==> config.mk <==
export PLATFORM = sky130hd
export DESIGN_NAME = tau_gemm_tile
export DESIGN_NICKNAME = d
export VERILOG_FILES = /design/src/rtl/tau_gemm_pkg.sv /design/src/rtl/tau_gemm_tile_mac.sv /design/src/rtl/tau_gemm_tile.sv
export SDC_FILE = /design/constraint.sdc
export NUM_CORES = 1
export LEC_CHECK = 0
export CELL_PAD_IN_SITES_DETAIL_PLACEMENT = 0
export CELL_PAD_IN_SITES_GLOBAL_PLACEMENT = 1
export CORE_MARGIN = 2
export CORE_UTILIZATION = 50
export CTS_CLUSTER_DIAMETER = 30
export DETAILED_ROUTE_END_ITERATION = 10
export DONT_BUFFER_PORTS = 1
export GPL_ROUTABILITY_DRIVEN = 0
export PLACE_DENSITY_LB_ADDON = 0.1
export RECOVER_POWER = 25
export SYNTH_ARGS = -nofsm -noshare
export SYNTH_HDL_FRONTEND = slang
export SYNTH_SLANG_ARGS = --single-unit
==> constraint.sdc <==
create_clock -name clk -period 5.3 [get_ports clk]
set_clock_uncertainty 0.2 [all_clocks]
set_input_delay 1.06 -clock clk [delete_from_list [all_inputs] [get_ports clk]]
set_output_delay 1.06 -clock clk [all_outputs]
set_load 0.05 [all_outputs]
==> src/rtl/tau_gemm_pkg.sv <==
`default_nettype none
// +--------------------------------------------------------------------------+
// | Module      : tau_gemm_pkg                                               |
// | Description : Shared types and sizing helpers for the tau_gemm_tile      |
// |               temporal-MAC matrix-multiply tile.                         |
// |   state_t    - tile FSM state encoding (IDLE, LOAD, COMPUTE, DONE)       |
// |   acc_bits   - accumulator width for a given operand width and depth    |
// |   kcnt_bits  - width of the k-step counter / latched inner length       |
// |   bcnt_bits  - width of the bit-serial position counter                 |
// | Options     : TAU_GEMM_SIGNED_EN (used by the tile, not by this package) |
// | Revision    : 1.0 - initial release                                      |
// +--------------------------------------------------------------------------+
package tau_gemm_pkg;

  typedef enum logic [1:0] {
    ST_IDLE    = 2'd0,
    ST_LOAD    = 2'd1,
    ST_COMPUTE = 2'd2,
    ST_DONE    = 2'd3
  } state_t;

  // Each product fits in 2*width bits; summing k_max of them needs
  // log2(k_max) extra bits.
  function automatic int acc_bits(input int width, input int k_max);
    return 2 * width + $clog2(k_max);
  endfunction

  // Must hold the value k_max itself, hence the +1.
  function automatic int kcnt_bits(input int k_max);
    return $clog2(k_max + 1);
  endfunction

  // Counts 0..width-1; kept at least one bit wide for width=1.
  function automatic int bcnt_bits(input int width);
    return (width > 1) ? $clog2(width) : 1;
  endfunction

  localparam int c_KCNT_W_DEF = kcnt_bits(16);
  localparam int c_BCNT_W_DEF = bcnt_bits(8);

endpackage
`default_nettype wire

==> src/rtl/tau_gemm_tile_mac.sv <==
`default_nettype none
// +--------------------------------------------------------------------------+
// | Module      : tau_mac_cell                                               |
// | Description : One bit-serial multiply-accumulate cell. On each enabled   |
// |               cycle it adds the operand A shifted by the current bit     |
// |               position when the selected bit of B is set.                |
// | Ports       : clk, reset_n   clock, async active-low reset               |
// |               i_clr          synchronous accumulator clear (priority)    |
// |               i_en           accumulate this cycle                       |
// |               i_a            A operand (WIDTH bits)                      |
// |               i_b_bit        B bit at position i_bit_idx                 |
// |               i_bit_idx      bit position, LSB first                     |
// |               o_acc          accumulator (ACC_BITS bits)                 |
// | Options     : TAU_GEMM_SIGNED_EN - A sign-extended, MSB term subtracted  |
// | Revision    : 1.0 - initial release                                      |
// +--------------------------------------------------------------------------+
module tau_mac_cell #(
  parameter int WIDTH    = 8,
  parameter int ACC_BITS = 20,
  parameter int BCNT_W   = 3
) (
  input  logic                clk,
  input  logic                reset_n,
  input  logic                i_clr,
  input  logic                i_en,
  input  logic [WIDTH-1:0]    i_a,
  input  logic                i_b_bit,
  input  logic [BCNT_W-1:0]   i_bit_idx,
  output logic [ACC_BITS-1:0] o_acc
);

  logic [ACC_BITS-1:0] r_acc;
  logic [ACC_BITS-1:0] w_a_ext;
  logic [ACC_BITS-1:0] w_term;
  logic [ACC_BITS-1:0] w_next;
  logic                w_sub;

`ifdef TAU_GEMM_SIGNED_EN
  // Two's complement B: the MSB carries weight -2^(WIDTH-1), so its
  // partial product is subtracted rather than added.
  assign w_a_ext = {{(ACC_BITS-WIDTH){i_a[WIDTH-1]}}, i_a};
  assign w_sub   = (i_bit_idx == BCNT_W'(WIDTH-1));
`else
  assign w_a_ext = {{(ACC_BITS-WIDTH){1'b0}}, i_a};
  assign w_sub   = 1'b0;
`endif

  assign w_term = w_a_ext << i_bit_idx;

  always_comb begin
    w_next = r_acc;
    if (i_b_bit) begin
      w_next = w_sub ? (r_acc - w_term) : (r_acc + w_term);
    end
  end

  always_ff @(posedge clk or negedge reset_n) begin
    if (!reset_n) begin
      r_acc <= '0;
    end else if (i_clr) begin
      r_acc <= '0;
    end else if (i_en) begin
      r_acc <= w_next;
    end
  end

  assign o_acc = r_acc;

endmodule
`default_nettype wire

==> src/rtl/tau_gemm_tile.sv <==
`default_nettype none
// +--------------------------------------------------------------------------+
// | Module      : tau_gemm_tile                                              |
// | Description : ROWS x COLS temporal-MAC tile computing C = A*B over a     |
// |               run-time inner dimension. One A column and one B row are   |
// |               accepted per k-step and consumed bit-serially over WIDTH   |
// |               cycles by an array of tau_mac_cell instances.              |
// | Ports       : clk, reset_n     clock, async active-low reset             |
// |               i_start, i_k_len begin tile / inner length (IDLE only)     |
// |               o_busy           high outside IDLE                         |
// |               i_in_valid, o_in_ready   operand handshake (LOAD only)     |
// |               i_a_col          A[:,k], element i at [i*WIDTH +: WIDTH]   |
// |               i_b_row          B[k,:], element j at [j*WIDTH +: WIDTH]   |
// |               o_out_valid, i_out_ready result handshake (DONE)           |
// |               o_out            C, element (i,j) at                       |
// |                                [(i*COLS+j)*ACC_BITS +: ACC_BITS]         |
// | Options     : TAU_GEMM_SIGNED_EN - two's complement operands and result  |
// | Revision    : 1.0 - initial release                                      |
// +--------------------------------------------------------------------------+
module tau_gemm_tile
  import tau_gemm_pkg::*;
#(
  parameter int ROWS     = 4,
  parameter int COLS     = 4,
  parameter int WIDTH    = 8,
  parameter int K_MAX    = 16,
  parameter int ACC_BITS = acc_bits(WIDTH, K_MAX)
) (
  input  logic                          clk,
  input  logic                          reset_n,
  input  logic                          i_start,
  input  logic [$clog2(K_MAX+1)-1:0]    i_k_len,
  output logic                          o_busy,
  input  logic                          i_in_valid,
  output logic                          o_in_ready,
  input  logic [ROWS*WIDTH-1:0]         i_a_col,
  input  logic [COLS*WIDTH-1:0]         i_b_row,
  output logic                          o_out_valid,
  input  logic                          i_out_ready,
  output logic [ROWS*COLS*ACC_BITS-1:0] o_out
);

  localparam int                  c_KCNT_W = kcnt_bits(K_MAX);
  localparam int                  c_BCNT_W = bcnt_bits(WIDTH);
  localparam logic [c_KCNT_W-1:0] c_K_MAX  = c_KCNT_W'(K_MAX);
  localparam logic [c_BCNT_W-1:0] c_B_LAST = c_BCNT_W'(WIDTH-1);

  state_t                r_state;
  logic [c_KCNT_W-1:0]   r_k_len;
  logic [c_KCNT_W-1:0]   r_k_cnt;
  logic [c_BCNT_W-1:0]   r_bit_cnt;
  logic [ROWS*WIDTH-1:0] r_a;
  logic [COLS*WIDTH-1:0] r_b;

  logic w_clr;
  logic w_en;
  logic w_last;

  // Accumulators clear on the same edge that leaves IDLE, so both the LOAD
  // path and the k_len=0 path present a zeroed tile.
  assign w_clr  = (r_state == ST_IDLE) && i_start;
  assign w_en   = (r_state == ST_COMPUTE);
  assign w_last = (r_bit_cnt == c_B_LAST);

  always_ff @(posedge clk or negedge reset_n) begin
    if (!reset_n) begin
      r_state   <= ST_IDLE;
      r_k_len   <= '0;
      r_k_cnt   <= '0;
      r_bit_cnt <= '0;
      r_a       <= '0;
      r_b       <= '0;
    end else begin
      case (r_state)
        ST_IDLE: begin
          if (i_start) begin
            r_k_cnt <= '0;
            if (i_k_len == '0) begin
              r_state <= ST_DONE;
            end else begin
              // Over-long requests are clamped rather than rejected.
              r_k_len <= (i_k_len > c_K_MAX) ? c_K_MAX : i_k_len;
              r_state <= ST_LOAD;
            end
          end
        end
        ST_LOAD: begin
          if (i_in_valid) begin
            r_a       <= i_a_col;
            r_b       <= i_b_row;
            r_bit_cnt <= '0;
            r_state   <= ST_COMPUTE;
          end
        end
        ST_COMPUTE: begin
          r_bit_cnt <= r_bit_cnt + c_BCNT_W'(1);
          if (w_last) begin
            r_bit_cnt <= '0;
            r_k_cnt   <= r_k_cnt + c_KCNT_W'(1);
            if ((r_k_cnt + c_KCNT_W'(1)) == r_k_len) begin
              r_state <= ST_DONE;
            end else begin
              r_state <= ST_LOAD;
            end
          end
        end
        ST_DONE: begin
          if (i_out_ready) begin
            r_state <= ST_IDLE;
          end
        end
        default: r_state <= ST_IDLE;
      endcase
    end
  end

  // Status outputs decode the state register directly; no input reaches
  // an output combinationally.
  assign o_busy      = (r_state != ST_IDLE);
  assign o_in_ready  = (r_state == ST_LOAD);
  assign o_out_valid = (r_state == ST_DONE);

  for (genvar gi = 0; gi < ROWS; gi++) begin : g_row
    for (genvar gj = 0; gj < COLS; gj++) begin : g_col
      logic [WIDTH-1:0] w_b_elem;
      assign w_b_elem = r_b[gj*WIDTH +: WIDTH];

      tau_mac_cell #(
        .WIDTH    (WIDTH),
        .ACC_BITS (ACC_BITS),
        .BCNT_W   (c_BCNT_W)
      ) u_cell (
        .clk       (clk),
        .reset_n   (reset_n),
        .i_clr     (w_clr),
        .i_en      (w_en),
        .i_a       (r_a[gi*WIDTH +: WIDTH]),
        .i_b_bit   (w_b_elem[r_bit_cnt]),
        .i_bit_idx (r_bit_cnt),
        .o_acc     (o_out[(gi*COLS+gj)*ACC_BITS +: ACC_BITS])
      );
    end
  end

endmodule
`default_nettype wire

=== Word-level counts from Yosys, hierarchy flattened ===
Cells that the tools add are included.
W data, S select, Z words.

* Bits in registers: 399
* Input port bits: 74
* Logic and storage cells: 146

* Add/sub/neg operators: 18
* Magnitude comparators: 2
* Equal/unequal tests: 9
* Shift-type cells: 4
* Multiplexer cells: 70
* Bitwise gates (word level): 1
* Reduce and logical (&&, ||, !) cells: 20

{| class="wikitable"
|+ Operators by type and width
! kind !! count
|-
| $mux W20 || 48
|-
| $add A20 B20 Y20 || 16
|-
| $shl A8 B3 Y20 || 4
|-
| $reduce_bool A2 Y1 || 8
|-
| $mux W5 || 3
|-
| $bmux W1 S3 || 4
|-
| $mux W2 || 6
|-
| $reduce_and A2 Y1 || 6
|-
| $pmux W5 S2 || 1
|-
| $pmux W2 S4 || 1
|-
| $mux W3 || 2
|-
| $ne A2 B2 Y1 const B || 3
|-
| $pmux W3 S2 || 1
|-
| $reduce_and A3 Y1 || 2
|-
| $add A5 B1 Y5 const B || 1
|-
| $eq A5 B5 Y1 || 1
|-
| $gt A5 B5 Y1 const B || 1
|-
| $logic_not A5 Y1 || 1
|-
| $eq A2 B2 Y1 const B || 2
|-
| $lt A3 B4 Y1 const B || 1
|-
| $mux W1 || 4
|-
| $reduce_and A4 Y1 || 1
|-
| $add A3 B1 Y3 const B || 1
|-
| $eq A3 B3 Y1 const B || 1
|-
| 5 further kinds || 5
|}

=== Logic depth before layout (Yosys ltp) ===
* Depth after elaboration: 5
* Mapped depth: 18

=== Hierarchy ===
From an unflattened synthesis, not the netlist that was laid out.

* Cell total of the unflattened synthesis: 3922
* Area total of the unflattened synthesis: 33908.8 sq um

{| class="wikitable"
|+ Modules (own cells, without submodules)
! module !! instances !! cells each !! area each (sq um) !! sequential area each (sq um)
|-
| tau_mac_cell (g_row[2].g_col[0].u_cell ...) || 8 || 235 || 1910.6 || 500.5
|-
| tau_mac_cell (g_row[0].g_col[3].u_cell ...) || 5 || 221 || 1874.3 || 500.5
|-
| tau_mac_cell (g_row[0].g_col[1].u_cell ...) || 2 || 228 || 1868.0 || 500.5
|-
| tau_gemm_tile || 1 || 245 || 3619.7 || 1976.9
|-
| tau_mac_cell (g_row[0].g_col[0].u_cell) || 1 || 236 || 1896.8 || 500.5
|}

=== Worst setup path before layout ===
No wires, ideal clock.

* Path type: register to register
* Start: register r_bit_cnt[1]
* End: register g_row[2].g_col[3].u_cell.r_acc[18]
* Library setup time: 0.096 ns
* Arrival: 4.123 ns
* Data required time: 5.004 ns
* Slack: 0.881 ns
* Cell stages (with the launch flop): 18
* Clock period less this slack: 4.419 ns
* Path through: dfrtp_1 buf_6 buf_4 clkbuf_1 buf_1 or2_1 nor2_1 and2_1 ha_1 ha_1 a31oi_4 o31ai_1 a31o_2 o31a_1 or4_4 a311oi_4 nor2_2 a311oi_2

* Word-level cells in the longest chain between the ends: 5

{| class="wikitable"
|+ Ends and longest elaborated chain
! item !! line !! text
|-
| start, declared || tau_gemm_tile.sv:51 || <nowiki>logic [c_BCNT_W-1:0] r_bit_cnt;</nowiki>
|-
| start signal, assigned || tau_gemm_tile.sv:96 || <nowiki>r_bit_cnt <= r_bit_cnt + c_BCNT_W'(1);</nowiki>
|-
| $shl A8 B3 Y20 || tau_gemm_tile_mac.sv:48 || <nowiki>assign w_term = w_a_ext << i_bit_idx;</nowiki>
|-
| $add A20 B20 Y20 || tau_gemm_tile_mac.sv:53 || <nowiki>w_next = w_sub ? (r_acc - w_term) : (r_acc + w_term);</nowiki>
|-
| $mux W20 || tau_gemm_tile_mac.sv:52 || <nowiki>if (i_b_bit) begin</nowiki>
|-
| $mux W20 || tau_gemm_tile_mac.sv:62 || <nowiki>end else if (i_en) begin</nowiki>
|-
| $mux W20 || tau_gemm_tile_mac.sv:60 || <nowiki>end else if (i_clr) begin</nowiki>
|-
| end signal, assigned || tau_gemm_tile_mac.sv:63 || <nowiki>r_acc <= w_next;</nowiki>
|-
| end, declared || tau_gemm_tile_mac.sv:32 || <nowiki>logic [ACC_BITS-1:0] r_acc;</nowiki>
|}

Several ways; a longest one is shown, not always the timed one. The select of a mux whose other input is x is not followed.
A chain may end at the register's enable or synchronous reset.

=== Final worst setup path ===
* Start: register r_bit_cnt[1]
* End: register g_row[0].g_col[2].u_cell.r_acc[17]

* Word-level cells in the longest chain between the ends: 5

{| class="wikitable"
|+ Ends and longest elaborated chain
! item !! line
|-
| $shl A8 B3 Y20 || tau_gemm_tile_mac.sv:48
|-
| $add A20 B20 Y20 || tau_gemm_tile_mac.sv:53
|-
| $mux W20 || tau_gemm_tile_mac.sv:52
|-
| $mux W20 || tau_gemm_tile_mac.sv:62
|-
| $mux W20 || tau_gemm_tile_mac.sv:60
|-
| end signal, assigned || tau_gemm_tile_mac.sv:63
|-
| end, declared || tau_gemm_tile_mac.sv:32
|}

Several ways; a longest one is shown, not always the timed one. The select of a mux whose other input is x is not followed.

==> flow_summary.ini <==
[outcome]
status = finished, violations left
violations = hold timing

[route]
routed_wl_um = 101000
first_pass_iters = 6
wl_per_cell_um = 24.1
drt_iter0_markers = 1796
via_per_inst = 6.28
antenna_left = 0
drc = 0
vias = 26400

[clock_tree]
clk_pin_slew_ns = 0.05
cts_tree = yes
numCtsBuffers = 115
htreeDepth = 3
cts.sinks = 399
clockBufferDepth = 3
clkLatencyLatePin_ns = 0.67
cts_root_buffer = clkbuf_16
cts_setup_buffers = 0
cts_resized = 0

[worst_setup_path]
critPathMaxFanout = 17
critical_path_class = reg -> reg
worst_setup_path_end_kind = flop
r2r-end = g_row[0].g_col[2].u_cell.o_acc[17]
critPathRequiredTime_ns = 5.62
rr_startpoint = r_bit_cnt[1]
reg2reg_slack_ns = 0.55
arrival_ns = 5.07
startpoint_type = flop
reg2regPathDepth = 15

[floorplan]
row_count = 88
fp.dieW_um = 245
core_area_um2 = 57500
initial_utilization_pct = 50.3
chipHeight_um = 245
dieArea_um2 = 59800
pin_count = 397

[power_and_ir_drop]
peakVddDrop_mv = 0.409
power_frac_clock_pct = 25.8
p_leak_nw = 15.7
p_per_area_nw_per_um2 = 842
combinationalPowerShare_pct = 48.7
p_sw_mw = 14.5
p_total_mw = 28.7
power_frac_seq_pct = 25.4
cell_internal_pwr_mw = 14.2
sw_frac_of_total_pct = 50.4

[sta]
rsz0062_at_grt = no
relSlewSlack_pct = 5.55
setup_viol = 0
fmaxAchievable_mhz = 211
holdWs_ns = -0.0921
tightest_slew_ns = 1.40
hold_viol = 22
slew_violations = 0
post-route-period-util_pct = 89.6
fin_crit_ns = 4.75
fin_tns_setup_ns = 0

[yosys]
syn_area_um2 = 28900
synthDistinctLibCells = 109
yosysTopAreaCell = dfrtp_1
yosys.area.top_type_share_pct = 34.5
syn_area_per_cell_um2 = 8.78
synthArstFlopShare_pct = 100
synthFlopType = dfrtp_1
synth.area.top_cells = dfrtp_1 (35%), ha_1 (9.1%), o21ai_0 (5.6%), nand2_1 (5.2%), nand3_1 (3.4%)
ys_seq_area_share_pct = 34.5
syn_nets = 3581
yosysWarnings = 0
ys_ff_latch = 399
netlist_instances = 3296
synth_edf_count = 0

[placed_design]
dpl_cell_area_um2 = 29800
numPortBuffers = 0
dpl.hpwl_um = 71500

[global_routing]
antenna_found_initial = 21
grt.total_usage_pct = 33.1
grt_max_degree = 400
grt_pass1_vias = 25600
overflow = 0
grt_pass1_wl_um = 153000

[final_layout]
drive_gt1_share_pct = 12.7
final_area_um2 = 34000
final_nets = 3603
layout_commonest_cell = nand2_1
areaGrowthSynthToFinish_pct = 17.6
layout_common_cells = nand2_1 (400), dfrtp_1 (396), o21ai_0 (325), ha_1 (211), nand3_1 (197)
fin_util_pct = 59.2

[run]
drv_cap = 0

[hold_path]
hp-class = in -> async
## worst max path at each step
stage	endpoint	cells past startpoint	slack, ns	start
final	g_row[0].g_col[2].u_cell.o_acc[17]	15	0.55	r_bit_cnt[1]
after global routing	g_row[0].g_col[2].u_cell.o_acc[17]	15	0.34	r_bit_cnt[1]
after CTS	g_row[0].g_col[1].u_cell.o_acc[19]	15	0.72	r_bit_cnt[1]
after detailed placement	g_row[0].g_col[1].u_cell.o_acc[19]	15	0.74	r_bit_cnt[1]
after global placement	g_row[2].g_col[0].u_cell.o_acc[18]	13	0.74	r_bit_cnt[0]
after floorplan	g_row[2].g_col[3].u_cell.o_acc[18]	17	0.88	r_bit_cnt[1]
## synth_stat cells (all sizes together), types with 67 or more instances
cell,number
mux2i,67
o21ai,339
xnor2,103
xor2,108
nand2,404
a21o,79
mux2,80
dfrtp,399
a21oi,196
inv,82
nor2,173
nand3,197
clkbuf,107
ha,211
## stage by stage
step | hold WS (ns) | worst slack, ns | cells
final | -0.0921 | 0.551 | 4198
after global routing | -0.118 | 0.343 | 4192
after CTS | -0.111 | 0.724 | 4183
after detailed placement | 0.291 | 0.744 | 3966
after global placement | 0.284 | 0.739 | 3966
after floorplan | 0.258 | 0.881 | 3296
## cells by family after synthesis
family / synth area share [%]
AO/OA/AOI/OAI: 22.5
XOR/XNOR: 6.39
adder cells (fa/ha/maj): 9.75
buffers and inverters: 3.28
flip-flops: 34.5
multiplexers: 6.20
AND/OR/NAND/NOR: 17.4
## layer usage
metal	up-vias	part of all wire [%]	GRT usage (%)
met4	16	4.2	15.5
met3	251	10	13.0
met5	-	0.10	0
met1	12800	41	40.5
met2	1004	44	51.2
li1	12300	-	-
## registers in the layout (all words and copies together) (netlist names)
name / count
r_k_cnt: 5
r_b: 32
r_state: 2
r_k_len: 5
g_row.g_col.u_cell.o_acc: 320
r_bit_cnt: 3
r_a: 32
## layout make-up
type	instances	area [µm²]
sequential	399	9990
inverter	82	308
timing repair buffer	59	443
multi-input combinational	2661	18100
clock inverter	65	925
fill	5049	23400
tap	765	957
clock buffer	152	3280
antenna	15	37.5
## worst max-delay path, stage by stage (launching register included)
cell	delay, ns
dfrtp_2	0.61
buf_4	0.32
mux2_2	0.38
nor2_1	0.11
a21oi_1	0.07
nand2_1	0.09
o21ai_0	0.50
ha_1	0.61
a21o_1	0.24
a21o_1	0.19
a21oi_1	0.28
o21ai_0	0.21
o21ai_0	0.39
a211oi_1	0.18
xnor2_1	0.16
nor2_1	0.06
## power by group through the flow
stage	sequential (mW)	combinational (mW)	clock, mW
final	7.30	14.0	7.41
after global routing	7.41	15.3	7.67
after CTS	7.27	13.7	7.47
after detailed placement	7.31	13.6	0
after global placement	7.28	13.4	0
after floorplan	6.65	10.1	0
(Power assumes the default switching activity.)
